## src/rtl/command_sequencer_pkg.sv

```systemverilog
// rtl/command_sequencer_pkg.sv - instruction codes, done-line indices, state and error encodings
package saber_seq_pkg;

  localparam logic [4:0] INS_NOP        = 5'd0;
  localparam logic [4:0] INS_SHAKE_LO   = 5'd1;
  localparam logic [4:0] INS_SHAKE_HI   = 5'd5;
  localparam logic [4:0] INS_VMUL       = 5'd6;
  localparam logic [4:0] INS_ADDROUND   = 5'd7;
  localparam logic [4:0] INS_ADDPACK    = 5'd8;
  localparam logic [4:0] INS_BS2POLVECP = 5'd9;
  localparam logic [4:0] INS_VMUL_ALT   = 5'd10;
  localparam logic [4:0] INS_UNPACK     = 5'd11;
  localparam logic [4:0] INS_COPY       = 5'd12;
  localparam logic [4:0] INS_SAMPLER    = 5'd13;
  localparam logic [4:0] INS_VERIFY     = 5'd14;
  localparam logic [4:0] INS_CMOV       = 5'd15;
  localparam logic [4:0] INS_TIMER      = 5'd17;
  localparam logic [4:0] INS_HALT       = 5'd31;

  localparam int DN_SHAKE      = 0;
  localparam int DN_VMUL       = 1;
  localparam int DN_ADDROUND   = 2;
  localparam int DN_ADDPACK    = 3;
  localparam int DN_BS2POLVECP = 4;
  localparam int DN_UNPACK     = 5;
  localparam int DN_COPY       = 6;
  localparam int DN_SAMPLER    = 7;
  localparam int DN_VERIFY     = 8;
  localparam int DN_CMOV       = 9;
  localparam int DN_TIMER      = 10;
  localparam int DONE_W        = 11;

  localparam logic [1:0] ERR_NONE        = 2'd0;
  localparam logic [1:0] ERR_ILLEGAL_INS = 2'd1;
  localparam logic [1:0] ERR_TIMEOUT     = 2'd2;

  localparam logic [34:0] CMD_NOP = 35'd0;

  typedef enum logic [2:0] {
    ST_IDLE,
    ST_FETCH,
    ST_DECODE,
    ST_ISSUE,
    ST_GUARD,
    ST_WAIT,
    ST_CLEAR,
    ST_ERROR
  } seq_state_e;

endpackage

```

## src/rtl/command_sequencer_if.sv

```systemverilog
// rtl/command_sequencer_if.sv - program memory read port plus compute core command/done bus
interface command_sequencer_if #(
  parameter int ADDR_W = 8
);
  logic              prog_en;
  logic [ADDR_W-1:0] prog_addr;
  logic [35:0]       prog_data;
  logic [34:0]       command_in;
  logic              command_we0;
  logic              command_we1;
  logic              done_shake;
  logic              done_vmul;
  logic              done_addround;
  logic              done_addpack;
  logic              done_bs2polvecp;
  logic              done_unpack;
  logic              done_copy;
  logic              done_sampler;
  logic              done_verify;
  logic              done_cmov;
  logic              done_timer;

  modport master (
    output prog_en, prog_addr, command_in, command_we0, command_we1,
    input  prog_data, done_shake, done_vmul, done_addround, done_addpack,
           done_bs2polvecp, done_unpack, done_copy, done_sampler, done_verify,
           done_cmov, done_timer
  );

  modport slave (
    input  prog_en, prog_addr, command_in, command_we0, command_we1,
    output prog_data, done_shake, done_vmul, done_addround, done_addpack,
           done_bs2polvecp, done_unpack, done_copy, done_sampler, done_verify,
           done_cmov, done_timer
  );
endinterface

```

## src/rtl/command_sequencer_ins_done_select.sv

```systemverilog
// rtl/command_sequencer_ins_done_select.sv - maps an instruction code to its legality and engine done line
module ins_done_select
  import saber_seq_pkg::*;
(
  input  logic [4:0]        ins_i,
  input  logic [DONE_W-1:0] done_i,
  output logic              legal_o,
  output logic              done_o
);

  always_comb begin
    legal_o = 1'b1;
    done_o  = 1'b0;
    case (ins_i) inside
      [INS_SHAKE_LO:INS_SHAKE_HI]: done_o = done_i[DN_SHAKE];
      INS_VMUL, INS_VMUL_ALT:      done_o = done_i[DN_VMUL];
      INS_ADDROUND:                done_o = done_i[DN_ADDROUND];
      INS_ADDPACK:                 done_o = done_i[DN_ADDPACK];
      INS_BS2POLVECP:              done_o = done_i[DN_BS2POLVECP];
      INS_UNPACK:                  done_o = done_i[DN_UNPACK];
      INS_COPY:                    done_o = done_i[DN_COPY];
      INS_SAMPLER:                 done_o = done_i[DN_SAMPLER];
      INS_VERIFY:                  done_o = done_i[DN_VERIFY];
      INS_CMOV:                    done_o = done_i[DN_CMOV];
      INS_TIMER:                   done_o = done_i[DN_TIMER];
      default:                     legal_o = 1'b0;
    endcase
  end

endmodule

```

## src/rtl/command_sequencer.sv

```systemverilog
// rtl/command_sequencer.sv - fetches program words, drives core command registers, waits on engine done
module command_sequencer
  import saber_seq_pkg::*;
#(
  parameter int ADDR_W    = 8,
  parameter int TIMEOUT_W = 20
) (
  input  logic              clk,
  input  logic              rst,
  input  logic              start,
  input  logic [ADDR_W-1:0] start_addr,
  output logic              busy,
  output logic              seq_done,
  output logic              seq_error,
  output logic [1:0]        error_code,
  command_sequencer_if.master bus
);

  seq_state_e           state_q, state_d;
  logic [ADDR_W-1:0]    pc_q, pc_d;
  logic [TIMEOUT_W-1:0] wd_q, wd_d;
  logic                 guard_q, guard_d;
  logic [34:0]          cmd_q, cmd_d;
  logic                 we0_q, we0_d;
  logic                 we1_q, we1_d;
  logic                 prog_en_q, prog_en_d;
  logic [ADDR_W-1:0]    prog_addr_q, prog_addr_d;
  logic                 busy_q, busy_d;
  logic                 seq_done_q, seq_done_d;
  logic                 seq_error_q, seq_error_d;
  logic [1:0]           err_code_q, err_code_d;

  logic [DONE_W-1:0]    done_vec;
  logic [4:0]           sel_ins;
  logic                 sel_legal;
  logic                 sel_done;
  logic [ADDR_W-1:0]    pc_inc;
  logic [TIMEOUT_W-1:0] wd_inc;

  assign done_vec = {bus.done_timer, bus.done_cmov, bus.done_verify, bus.done_sampler,
                     bus.done_copy, bus.done_unpack, bus.done_bs2polvecp, bus.done_addpack,
                     bus.done_addround, bus.done_vmul, bus.done_shake};

  // DECODE judges the incoming word; in WAIT the issued instruction is still on command_in.
  assign sel_ins = (state_q == ST_DECODE) ? bus.prog_data[4:0] : cmd_q[4:0];

  ins_done_select u_sel (
    .ins_i   (sel_ins),
    .done_i  (done_vec),
    .legal_o (sel_legal),
    .done_o  (sel_done)
  );

  assign pc_inc = pc_q + 1'b1;
  assign wd_inc = wd_q + 1'b1;

  always_comb begin
    state_d     = state_q;
    pc_d        = pc_q;
    wd_d        = wd_q;
    guard_d     = guard_q;
    cmd_d       = cmd_q;
    we0_d       = 1'b0;
    we1_d       = 1'b0;
    prog_en_d   = 1'b0;
    prog_addr_d = prog_addr_q;
    seq_done_d  = 1'b0;
    seq_error_d = seq_error_q;
    err_code_d  = err_code_q;

    unique case (state_q)
      ST_IDLE: begin
        if (start) begin
          pc_d        = start_addr;
          prog_en_d   = 1'b1;
          prog_addr_d = start_addr;
          state_d     = ST_FETCH;
        end
      end
      ST_FETCH: state_d = ST_DECODE;
      ST_DECODE: begin
        if (bus.prog_data[35]) begin
          cmd_d       = bus.prog_data[34:0];
          we1_d       = 1'b1;
          pc_d        = pc_inc;
          prog_en_d   = 1'b1;
          prog_addr_d = pc_inc;
          state_d     = ST_FETCH;
        end else if (bus.prog_data[4:0] == INS_NOP) begin
          cmd_d       = bus.prog_data[34:0];
          we0_d       = 1'b1;
          pc_d        = pc_inc;
          prog_en_d   = 1'b1;
          prog_addr_d = pc_inc;
          state_d     = ST_FETCH;
        end else if (bus.prog_data[4:0] == INS_HALT) begin
          seq_done_d = 1'b1;
          state_d    = ST_IDLE;
        end else if (sel_legal) begin
          cmd_d   = bus.prog_data[34:0];
          we0_d   = 1'b1;
          state_d = ST_ISSUE;
        end else begin
          cmd_d       = CMD_NOP;
          we0_d       = 1'b1;
          seq_error_d = 1'b1;
          err_code_d  = ERR_ILLEGAL_INS;
          state_d     = ST_ERROR;
        end
      end
      ST_ISSUE: begin
        wd_d    = '0;
        guard_d = 1'b0;
        state_d = ST_GUARD;
      end
      // Done lines may still show the previous run until the engine reset settles.
      ST_GUARD: begin
        guard_d = 1'b1;
        if (guard_q) state_d = ST_WAIT;
      end
      ST_WAIT: begin
        if (sel_done) begin
          cmd_d   = CMD_NOP;
          we0_d   = 1'b1;
          state_d = ST_CLEAR;
        end else if (&wd_inc) begin
          cmd_d       = CMD_NOP;
          we0_d       = 1'b1;
          seq_error_d = 1'b1;
          err_code_d  = ERR_TIMEOUT;
          state_d     = ST_ERROR;
        end else begin
          wd_d = wd_inc;
        end
      end
      ST_CLEAR: begin
        pc_d        = pc_inc;
        prog_en_d   = 1'b1;
        prog_addr_d = pc_inc;
        state_d     = ST_FETCH;
      end
      ST_ERROR: state_d = ST_ERROR;
      default:  state_d = ST_IDLE;
    endcase

    busy_d = (state_d != ST_IDLE);
  end

  always_ff @(posedge clk) begin
    if (rst) begin
      state_q     <= ST_IDLE;
      pc_q        <= '0;
      wd_q        <= '0;
      guard_q     <= 1'b0;
      cmd_q       <= '0;
      we0_q       <= 1'b0;
      we1_q       <= 1'b0;
      prog_en_q   <= 1'b0;
      prog_addr_q <= '0;
      busy_q      <= 1'b0;
      seq_done_q  <= 1'b0;
      seq_error_q <= 1'b0;
      err_code_q  <= ERR_NONE;
    end else begin
      state_q     <= state_d;
      pc_q        <= pc_d;
      wd_q        <= wd_d;
      guard_q     <= guard_d;
      cmd_q       <= cmd_d;
      we0_q       <= we0_d;
      we1_q       <= we1_d;
      prog_en_q   <= prog_en_d;
      prog_addr_q <= prog_addr_d;
      busy_q      <= busy_d;
      seq_done_q  <= seq_done_d;
      seq_error_q <= seq_error_d;
      err_code_q  <= err_code_d;
    end
  end

  assign bus.prog_en     = prog_en_q;
  assign bus.prog_addr   = prog_addr_q;
  assign bus.command_in  = cmd_q;
  assign bus.command_we0 = we0_q;
  assign bus.command_we1 = we1_q;
  assign busy            = busy_q;
  assign seq_done        = seq_done_q;
  assign seq_error       = seq_error_q;
  assign error_code      = err_code_q;

endmodule

```

## src/flat_wrapper.sv

```systemverilog
// flat-port wrapper written by rule: the top's interface ports become plain ports
module command_sequencer_flat import saber_seq_pkg::*;
#(
  parameter int ADDR_W    = 8,
  parameter int TIMEOUT_W = 20
)
  (clk, rst, start, start_addr, busy, seq_done, seq_error, error_code, bus_prog_en, bus_prog_addr, bus_command_in, bus_command_we0, bus_command_we1, bus_prog_data, bus_done_shake, bus_done_vmul, bus_done_addround, bus_done_addpack, bus_done_bs2polvecp, bus_done_unpack, bus_done_copy, bus_done_sampler, bus_done_verify, bus_done_cmov, bus_done_timer);
  command_sequencer_if #(.ADDR_W(ADDR_W)) bus_i ();
  input  logic clk;
  input  logic rst;
  input  logic start;
  input  logic [ADDR_W-1:0] start_addr;
  output logic busy;
  output logic seq_done;
  output logic seq_error;
  output logic [1:0] error_code;
  output wire logic [$bits(bus_i.prog_en)-1:0] bus_prog_en;
  output wire logic [$bits(bus_i.prog_addr)-1:0] bus_prog_addr;
  output wire logic [$bits(bus_i.command_in)-1:0] bus_command_in;
  output wire logic [$bits(bus_i.command_we0)-1:0] bus_command_we0;
  output wire logic [$bits(bus_i.command_we1)-1:0] bus_command_we1;
  input wire logic [$bits(bus_i.prog_data)-1:0] bus_prog_data;
  input wire logic [$bits(bus_i.done_shake)-1:0] bus_done_shake;
  input wire logic [$bits(bus_i.done_vmul)-1:0] bus_done_vmul;
  input wire logic [$bits(bus_i.done_addround)-1:0] bus_done_addround;
  input wire logic [$bits(bus_i.done_addpack)-1:0] bus_done_addpack;
  input wire logic [$bits(bus_i.done_bs2polvecp)-1:0] bus_done_bs2polvecp;
  input wire logic [$bits(bus_i.done_unpack)-1:0] bus_done_unpack;
  input wire logic [$bits(bus_i.done_copy)-1:0] bus_done_copy;
  input wire logic [$bits(bus_i.done_sampler)-1:0] bus_done_sampler;
  input wire logic [$bits(bus_i.done_verify)-1:0] bus_done_verify;
  input wire logic [$bits(bus_i.done_cmov)-1:0] bus_done_cmov;
  input wire logic [$bits(bus_i.done_timer)-1:0] bus_done_timer;
  assign bus_prog_en = bus_i.prog_en;
  assign bus_prog_addr = bus_i.prog_addr;
  assign bus_command_in = bus_i.command_in;
  assign bus_command_we0 = bus_i.command_we0;
  assign bus_command_we1 = bus_i.command_we1;
  assign bus_i.prog_data = bus_prog_data;
  assign bus_i.done_shake = bus_done_shake;
  assign bus_i.done_vmul = bus_done_vmul;
  assign bus_i.done_addround = bus_done_addround;
  assign bus_i.done_addpack = bus_done_addpack;
  assign bus_i.done_bs2polvecp = bus_done_bs2polvecp;
  assign bus_i.done_unpack = bus_done_unpack;
  assign bus_i.done_copy = bus_done_copy;
  assign bus_i.done_sampler = bus_done_sampler;
  assign bus_i.done_verify = bus_done_verify;
  assign bus_i.done_cmov = bus_done_cmov;
  assign bus_i.done_timer = bus_done_timer;
  command_sequencer #(.ADDR_W(ADDR_W), .TIMEOUT_W(TIMEOUT_W)) u_core (.clk(clk), .rst(rst), .start(start), .start_addr(start_addr), .busy(busy), .seq_done(seq_done), .seq_error(seq_error), .error_code(error_code), .bus(bus_i));
endmodule
```

## config.mk

```make
export PLATFORM = sky130hd
export DESIGN_NAME = command_sequencer_flat
export DESIGN_NICKNAME = d
export VERILOG_FILES = /design/src/rtl/command_sequencer_pkg.sv /design/src/rtl/command_sequencer_if.sv /design/src/rtl/command_sequencer_ins_done_select.sv /design/src/rtl/command_sequencer.sv /design/src/flat_wrapper.sv
export SDC_FILE = /design/constraint.sdc
export NUM_CORES = 1
export LEC_CHECK = 0
export CAP_MARGIN = 20
export CORE_MARGIN = 4
export CORE_UTILIZATION = 45
export CTS_BUF_LIST = sky130_fd_sc_hd__clkbuf_4
export CTS_CLUSTER_DIAMETER = 120
export DETAILED_ROUTE_END_ITERATION = 10
export PLACE_DENSITY_LB_ADDON = 0.12
export RECOVER_POWER = 100
export SLEW_MARGIN = 20
export SYNTH_ARGS = -nofsm -noshare
export SYNTH_HDL_FRONTEND = slang
export SYNTH_SLANG_ARGS = --single-unit
```

## constraint.sdc

```tcl
create_clock -name clk -period 3.8 [get_ports clk]
set_clock_uncertainty 0.1 [all_clocks]
set_input_delay 0.76 -clock clk [delete_from_list [all_inputs] [get_ports clk]]
set_output_delay 0.76 -clock clk [all_outputs]
set_load 0.02 [all_outputs]
```

==> After elaboration in Yosys (flattened, before gate mapping) <==
Cells that the tools add are included.
{ "word_totals": {"register_bits": 75, "in_bits": 58, "out_inout_bits": 51} }
{ "op_classes": {"addsub": 2, "n_lt_le_gt_ge": 2, "n_eq_ne": 30, "n_mux": 73, "bitwise": 1, "reduce_logical": 16} }
{ "op_table": {"columns": ["operator", "n"], "rows": [
  ["2-to-1 mux 35 bit", 6],
  ["one-hot mux 35 bit (2 select lines)", 1],
  ["equality test 5 x 4 -> 1 bit (second input constant)", 8],
  ["2-to-1 mux 20 bit", 2],
  ["one-hot mux 20 bit (2 select lines)", 1],
  ["2-to-1 mux 1 bit", 38],
  ["2-to-1 mux 3 bit", 8],
  ["2-to-1 mux 8 bit", 3],
  ["one-hot mux 3 bit (8 select lines)", 1],
  ["one-hot mux 8 bit (3 select lines)", 1],
  ["adder 20 x 1 -> 20 bit (second input constant)", 1],
  ["AND reduction 20 bit", 1],
  ["inequality test 2 bit (second input constant)", 7],
  ["equality test 3 bit (second input constant)", 4],
  ["2-to-1 mux 2 bit", 6],
  ["equality test 5 x 3 -> 1 bit (second input constant)", 2],
  ["equality test 5 bit (second input constant)", 2],
  ["AND reduction 3 bit", 3],
  ["adder 8 x 1 -> 8 bit (second input constant)", 1],
  ["AND reduction 7 bit", 1],
  ["equality test 3 x 2 -> 1 bit (second input constant)", 2],
  ["one-hot mux 1 bit (2 select lines)", 3],
  ["nonzero test 2 bit", 3],
  ["nonzero test 3 bit", 2],
  ["16 further kinds", 17]
]} }

==> Longest topological paths before layout <==
Gate-level depths: netlist of run 1.
{ "logic_depth": {"word_depth": 20, "ltp_mapped": 10} }

==> Modules after synthesis <==
From an unflattened synthesis of run 1, not the netlist that was laid out.
{ "hier_totals": {"cells_unflattened": 438, "hier_area_um2": 3756.1} }
{ "modules_own_cells": {"columns": ["module", "instances", "cells_per_inst", "area_each_um2"], "rows": [
  ["command_sequencer", 1, 390, 3432.0],
  ["ins_done_select", 1, 48, 324.1]
]} }

==> Worst setup path after synthesis of run 1 <==
OpenSTA, ideal clock, no wires.
{ "synth_timing": {"path_type": "input to register", "startpoint": "input port bus_prog_data[4]", "endpoint": "register u_core.err_code_q[0], in the netlist u_core.error_code[0]", "setup_ns": 0.115, "arrival_time_ns": 2.821, "t_required_ns": 3.585, "setup_slack_ns": 0.764, "cell_stages": 8, "cell_sequence": "buf_2 > nor4bb_1 > mux2_2 > a221o_1 > a221o_1 > a22o_4 > or4b_4 > and2_1"} }
{ "synth_via": {"elab_chain_len": 15, "elab_cells_between_ends": 45} }
{ "synth_lines": {"columns": ["item", "line_no", "text"], "rows": [
  ["from (decl)", "flat_wrapper.sv:22", "input wire logic [$bits(bus_i.prog_data)-1:0] bus_prog_data;"],
  ["2-to-1 mux 5 bit", "command_sequencer.sv:45", "assign sel_ins = (state_q == ST_DECODE) ? bus.prog_data[4:0] : cmd_q[4:0];"],
  ["equality test 5 bit (no line)", null, null],
  ["2-to-1 mux 1 bit (11 in series)", "command_sequencer_ins_done_select.sv:14", "case (ins_i) inside"],
  ["inequality test 2 bit (no line)", null, null],
  ["AND reduction 7 bit (no line) (*)", null, null],
  ["to (signal assigned)", "command_sequencer.sv:177", "err_code_q <= err_code_d;"],
  ["to (decl)", "command_sequencer.sv:31", "logic [1:0] err_code_q, err_code_d;"]
]} }
Every way passes the cells marked *; elsewhere a longest branch is shown, timed or not.
A chain may end at the register's enable or synchronous reset.

==> Final worst setup path of run 1 <==
{ "layout_timing": {"startpoint": "register u_core.state_q[0]", "endpoint": "register u_core.wd_q[15]"} }
{ "layout_via": {"elab_chain_len": 16, "elab_cells_between_ends": 35} }
{ "layout_lines": {"columns": ["item", "line_no", "text"], "rows": [
  ["from (decl)", "command_sequencer.sv:19", "seq_state_e state_q, state_d;"],
  ["from (signal assigned)", "command_sequencer.sv:165", "state_q <= state_d;"],
  ["equality test 3 x 2 -> 1 bit", "command_sequencer.sv:45", null],
  ["2-to-1 mux 5 bit", "command_sequencer.sv:45", null],
  ["equality test 5 bit (no line)", null, null],
  ["2-to-1 mux 1 bit (11 in series)", "command_sequencer_ins_done_select.sv:14", null],
  ["inequality test 2 bit (no line)", null, null],
  ["AND reduction 3 bit (no line)", null, null],
  ["to (signal assigned)", "command_sequencer.sv:167", "wd_q <= wd_d;"],
  ["to (decl)", "command_sequencer.sv:21", "logic [TIMEOUT_W-1:0] wd_q, wd_d;"]
]} }
Parallel ways exist; a longest one is shown, timed or not.

==> results of run 1 <==
## area by class of cell
type                       instances  area [sq um]
clock buffer                       9         67.56
clock inverter                     7         97.59
fill                             823          3625
inverter                          58         217.7
multi-input combinational        356          2332
sequential                        75          1501
tap                              111         138.9
timing repair buffer             127          1216
## worst max-delay path by stage
stage                      startpoint                    to  cells after the start
floorplan            bus_prog_data[4]  u_core.error_code[0]                      8
global placement     bus_prog_data[2]  u_core.error_code[0]                      8
detailed placement   bus_prog_data[2]       u_core.wd_q[15]                      8
CTS                 u_core.state_q[1]       u_core.wd_q[15]                      8
global route        u_core.state_q[0]       u_core.wd_q[15]                      7
finish              u_core.state_q[0]       u_core.wd_q[15]                      7
## critical path: cells and delay by family, from the launching register on
family | cells | cell delay [ns]
AND/OR/NAND/NOR | 3 | 1.02
flip-flops | 1 | 0.62
AO/OA/AOI/OAI | 4 | 1.40
## sequential cells by signal (all words and copies together) (netlist names)
name and cells:
u_core.seq_error 1, u_core.pc_q 8, u_core.wd_q 20, u_core.guard_q 1
u_core.busy 1, u_core.bus.command_we1 1, u_core.bus.command_in 35, u_core.bus.prog_en 1
u_core.error_code 2, u_core.bus.command_we0 1, u_core.state_q 3, u_core.seq_done 1
## through the flow
stage / setup WS (ns) / std cells / utilization
global placement: 0.3372 / 727 / 0.5903
detailed placement: 0.2997 / 727 / 0.5903
finish: 0.5450 / 743 / 0.6059
global route: 0.2667 / 743 / 0.6059
floorplan: 0.7643 / 525 / -
CTS: 0.7281 / 743 / 0.6083
## logic make-up after synthesis
group           Yosys count  synth area share
buf+inv                  94           0.09118
simple gates            162            0.2081
xor+xnor                  9           0.01865
flops                    75            0.3552
mux                      17           0.04293
fa+ha+maj                 3          0.008882
compound gates          165            0.2750
## power by group through the flow
stage	Combinational [mW]	Clock (mW)	Sequential, mW
after floorplan	0.375	0	1.09
after global placement	0.814	0	1.01
after detailed placement	0.819	0	1.01
after CTS	0.823	0.598	0.998
after global routing	0.824	0.633	1.01
final	0.751	0.580	0.996
## placed cells by master, fill, tap and decap left out, types with 13 or more instances in the layout
cell type	n
a32oi_1	35
buf_4	17
nand4_1	13
dlygate4sd3_1	52
nand2_1	27
clkdlybuf4s50_1	56
dfxtp_1	75
a21oi_1	24
o21ai_0	50
nand3_1	25
inv_1	58
nor2_1	38
## per-layer routing
metal,vias to the layer above,GRT usage
met5,-,0
met4,0,0.07404
met3,20,0.07412
met2,153,0.3236
met1,2014,0.2757
li1,2154,-
==> metrics, run 1 <==
FMAX 0.3072 GHz; layout cells sized above 1 0.07753; ys async rst share 0; WL final 11.50 mm; most frequent cell after synthesis dfxtp_1; worst slew pin tran 0.6270 ns; clock root buffer master clkbuf_4; endpoint class of the critical path register; TritonCTS clock tree yes; vias in the first global route 4158; RR Endpoint u_core.wd_q[15]; Hold Path Class register to register; placed instance area 5429 sq um; Synth area leader dfxtp_1; Port Buffers 108; mean post-synth cell area 8.051 sq um; ys flop type dfxtp_1; initial core utilization 0.4596; Synth Register Bits 75; Via density 5.843; post-route ant nets 0; peak supply drop 257.4 uV; GP Congestion 0.9157; Routed WL per cell 15.48 um; Flop pwr share 0.428; largest net degree at the start of global routing 33; largest cells by area after synthesis dfxtp_1 36%, a32oi_1 7.3%, inv_1 5.2%, o21ai_1 3.6%, nor2_1 3.4%; Routed met2 length 5.159 mm; outcome complete, no violations; r2r setup slk 0.54 ns; Die ar. 11010 sq um; sw frac 0.3576; CP Launch Type register; worst-case reg-to-reg path depth 7; Die Ht 104.9 um; First DRT Iteration DRCs 181; Req. time, crit path 4.03 ns; Max FO, Critical Path 15; worst min-delay path startpoint u_core.error_code[1]; Switch Pwr 0.8320 mW; CP max stage delay 0.62 ns; Detail Route met3 WL 930 um; final net count 688; Max Cap Violations 0; remaining global-route overflow 0; I/O pins 109; P_leak 2.028 nW; Setup Fix Bufs, Post-CTS 0; critical path type register to register; Critical R2R Launch u_core.state_q[0]; EDFF count, synth 0; post-detail-place hpwl 8.184 mm; total iterations of the first detailed-routing run 5; CP dominant cell by count a221o_1; synth-to-layout area growth 31.82%; Hold Slack 0.3846 ns; yosys synthesis warning count 0; wl on met1 5.177 mm; Final setup viols 0; Residual DRC 0; Ant. Diodes 0; Cell Chain, Critical Path or3b_1 > nor3_1 > a221o_1 > a221o_1 > a22oi_4 > nand2_1 > o311ai_0; Final Total Pwr 2.327 mW; sequential-to-total area share from yosys stat 0.3552; final instance area 5572 sq um; Die X 104.9 um; Synth Instances 525; WHS Path Cells 2; Period Utilization, post-route 0.8566; post-synth top area share 0.3552; Post-CTS Hold Fix Bufs 0; worst skew pair latency 0.44 ns; Slew Limit Fails 0; Vias 4341; slew margin rel. 0.5810; Global Route Usage Sum 0.2113; synth unique cells 64; hold endpoint u_core.error_code[1]; initial antenna violation count 0; TritonCTS Buffers 9; Clock transition at path regs 0.13 ns; htree depth 3; synthesized area 4227 sq um; most frequent cells after synthesis 75 x dfxtp_1, 58 x inv_1, 38 x nor2_1; RSZ-0062 raised after global routing false; CP arrival 3.49 ns; first-pass GRT wire length 19.48 mm; PwrDens 417.6 nW/um^2; top routing layer in use met4; row count 35; CTS max path bufs 2; Hold Violations, Final 0; Clock Power Share 0.249; Tmin final 3.255 ns; slowest CP cell dfxtp_1; Setup TNS Final 0 ns; total core area 9196 sq um; Logic pwr share 0.323; internal power 1.495 mW; syn_nets 586; post-CTS sizing 0; clk sinks 75
(Power assumes the default switching activity.)
==> run 2, diff against run 1 <==
--- a/config.mk
+++ b/config.mk
@@ -11,7 +11,7 @@
 export CTS_BUF_LIST = sky130_fd_sc_hd__clkbuf_4
 export CTS_CLUSTER_DIAMETER = 120
 export DETAILED_ROUTE_END_ITERATION = 10
-export PLACE_DENSITY_LB_ADDON = 0.12
+export PLACE_DENSITY = 0.75
 export RECOVER_POWER = 100
 export SLEW_MARGIN = 20
 export SYNTH_ARGS = -nofsm -noshare
==> metrics, run 2 (synthesis results as in run 1) <==
outcome complete, no violations; total core area 9196 sq um; clk sinks 75; Setup Fix Bufs, Post-CTS 0; post-CTS sizing 0; post-route ant nets 0; Port Buffers 108; Die Ht 104.9 um; Ant. Diodes 0; largest net degree at the start of global routing 31; Hold Violations, Final 0; Crit. Startpoint u_core.state_q[1]; CTS max path bufs 2; Hold Slack 0.3856 ns; Final Total Pwr 2.326 mW; PwrDens 419.0 nW/um^2; fill cell count 848; remaining global-route overflow 0; first-pass GRT wire length 20.47 mm; total iterations of the first detailed-routing run 5; Slew Limit Fails 0; initial antenna violation count 0; r2r setup slk 0.48 ns; Tmin final 3.315 ns; layout cells sized above 1 0.07302; Period Utilization, post-route 0.8724; worst path bufs/invs 1; P_leak 2.027 nW; RSZ-0062 raised after global routing false; CP arrival 3.54 ns; WL final 12.20 mm; CP max stage delay 0.58 ns; Max Cap Violations 0; peak supply drop 262.5 uV; GP Congestion 0.8649; post-layout util 0.6038; Residual DRC 0; Crit path max-delay family simple AND/OR/NAND/NOR gates; Post-Layout Cell Count 741; most common cell after layout, fill and taps aside dfxtp_1; I/O pins 109; slowest CP cell or4b_1; Routed WL per cell 16.47 um; Via density 5.984; Die ar. 11010 sq um; endpoint class of the critical path register; Post-CTS Hold Fix Bufs 0; Req. time, crit path 4.03 ns; max FFs per register 35; row count 35; TritonCTS Buffers 9; worst slew pin tran 0.8880 ns; Vias 4434; clock root buffer master clkbuf_4; Setup TNS Final 0 ns; post-detail-place hpwl 8.842 mm; worst min-delay path startpoint u_core.bus.command_in[10]; vias in the first global route 4167; Die X 104.9 um; critical path type register to register; final net count 686; initial core utilization 0.4596; FMAX 0.3017 GHz; Clock transition at path regs 0.14 ns; htree depth 3; worst skew pair latency 0.44 ns; Cell Chain, Critical Path nor3b_1 > buf_4 > mux2_2 > o2111a_1 > a221o_1 > a22o_1 > or4b_1 > and2_0; placed insts 725; First DRT Iteration DRCs 325; CP Launch Type register; Hold Path Class register to register; Max FO, Critical Path 16; synth-to-layout area growth 31.38%; slew margin rel. 0.4080; TritonCTS clock tree yes; Critical R2R Launch u_core.state_q[1]; Final setup viols 0; most frequent cells in the layout 75 x dfxtp_1, 58 x inv_1, 55 x clkdlybuf4s50_1; Global Route Usage Sum 0.2217
==> run 2: layout make-up <==
type | instances | area, sq um | area share
clock buffer | 9 | 67.56 | 0.01217
multi-input combinational | 356 | 2323 | 0.4184
timing repair buffer | 125 | 1214 | 0.2186
tap | 111 | 138.9 | 0.02501
clock inverter | 7 | 90.09 | 0.01622
sequential | 75 | 1501 | 0.2704
inverter | 58 | 217.7 | 0.03921
==> run 2: worst register-to-register path, cell delays in order, from the launching register on <==
cell      delay [ns]
dfxtp_1         0.52
nor3b_1         0.45
buf_4           0.31
mux2_2          0.36
o2111a_1        0.15
a221o_1         0.32
a22o_1          0.27
or4b_1          0.58
and2_0          0.16
==> run 2: stage by stage <==
step	worst slack, ns	cell area, sq um
3_3_place_gp	0.3372	5426
4_1_cts	0.7129	5584
6_report	0.4849	5553
2_1_floorplan	0.7643	4227
5_1_grt	0.2817	5553
3_5_place_dp	0.3001	5426
==> run 2: final timing paths <==
path / to / cells after the start
worst min register to register: u_core.bus.command_in[10] / 2
worst max-delay path: u_core.error_code[0] / 8
worst min-delay path: u_core.bus.command_in[10] / 2
worst max register to register: u_core.error_code[0] / 8
==> run 2: metal layers <==
metal | vias to the layer above | share of wire | GRT usage
li1 | 2156 | - | -
met2 | 160 | 0.45 | 0.3492
met3 | 15 | 0.078 | 0.06424
met5 | - | 0 | 0
met1 | 2103 | 0.46 | 0.2961
met4 | 0 | 0.013 | 0.06186
==> run 2: report_power, final <==
| part | total, mW | leakage [nW] | switching, mW | internal, mW |
|---|---|---|---|---|
| Combinational | 0.768 | 1.33 | 0.426 | 0.342 |
| Sequential | 0.998 | 0.608 | 0.109 | 0.889 |
| Clock | 0.561 | 0.0854 | 0.296 | 0.265 |
| Total | 2.33 | 2.03 | 0.831 | 1.50 |
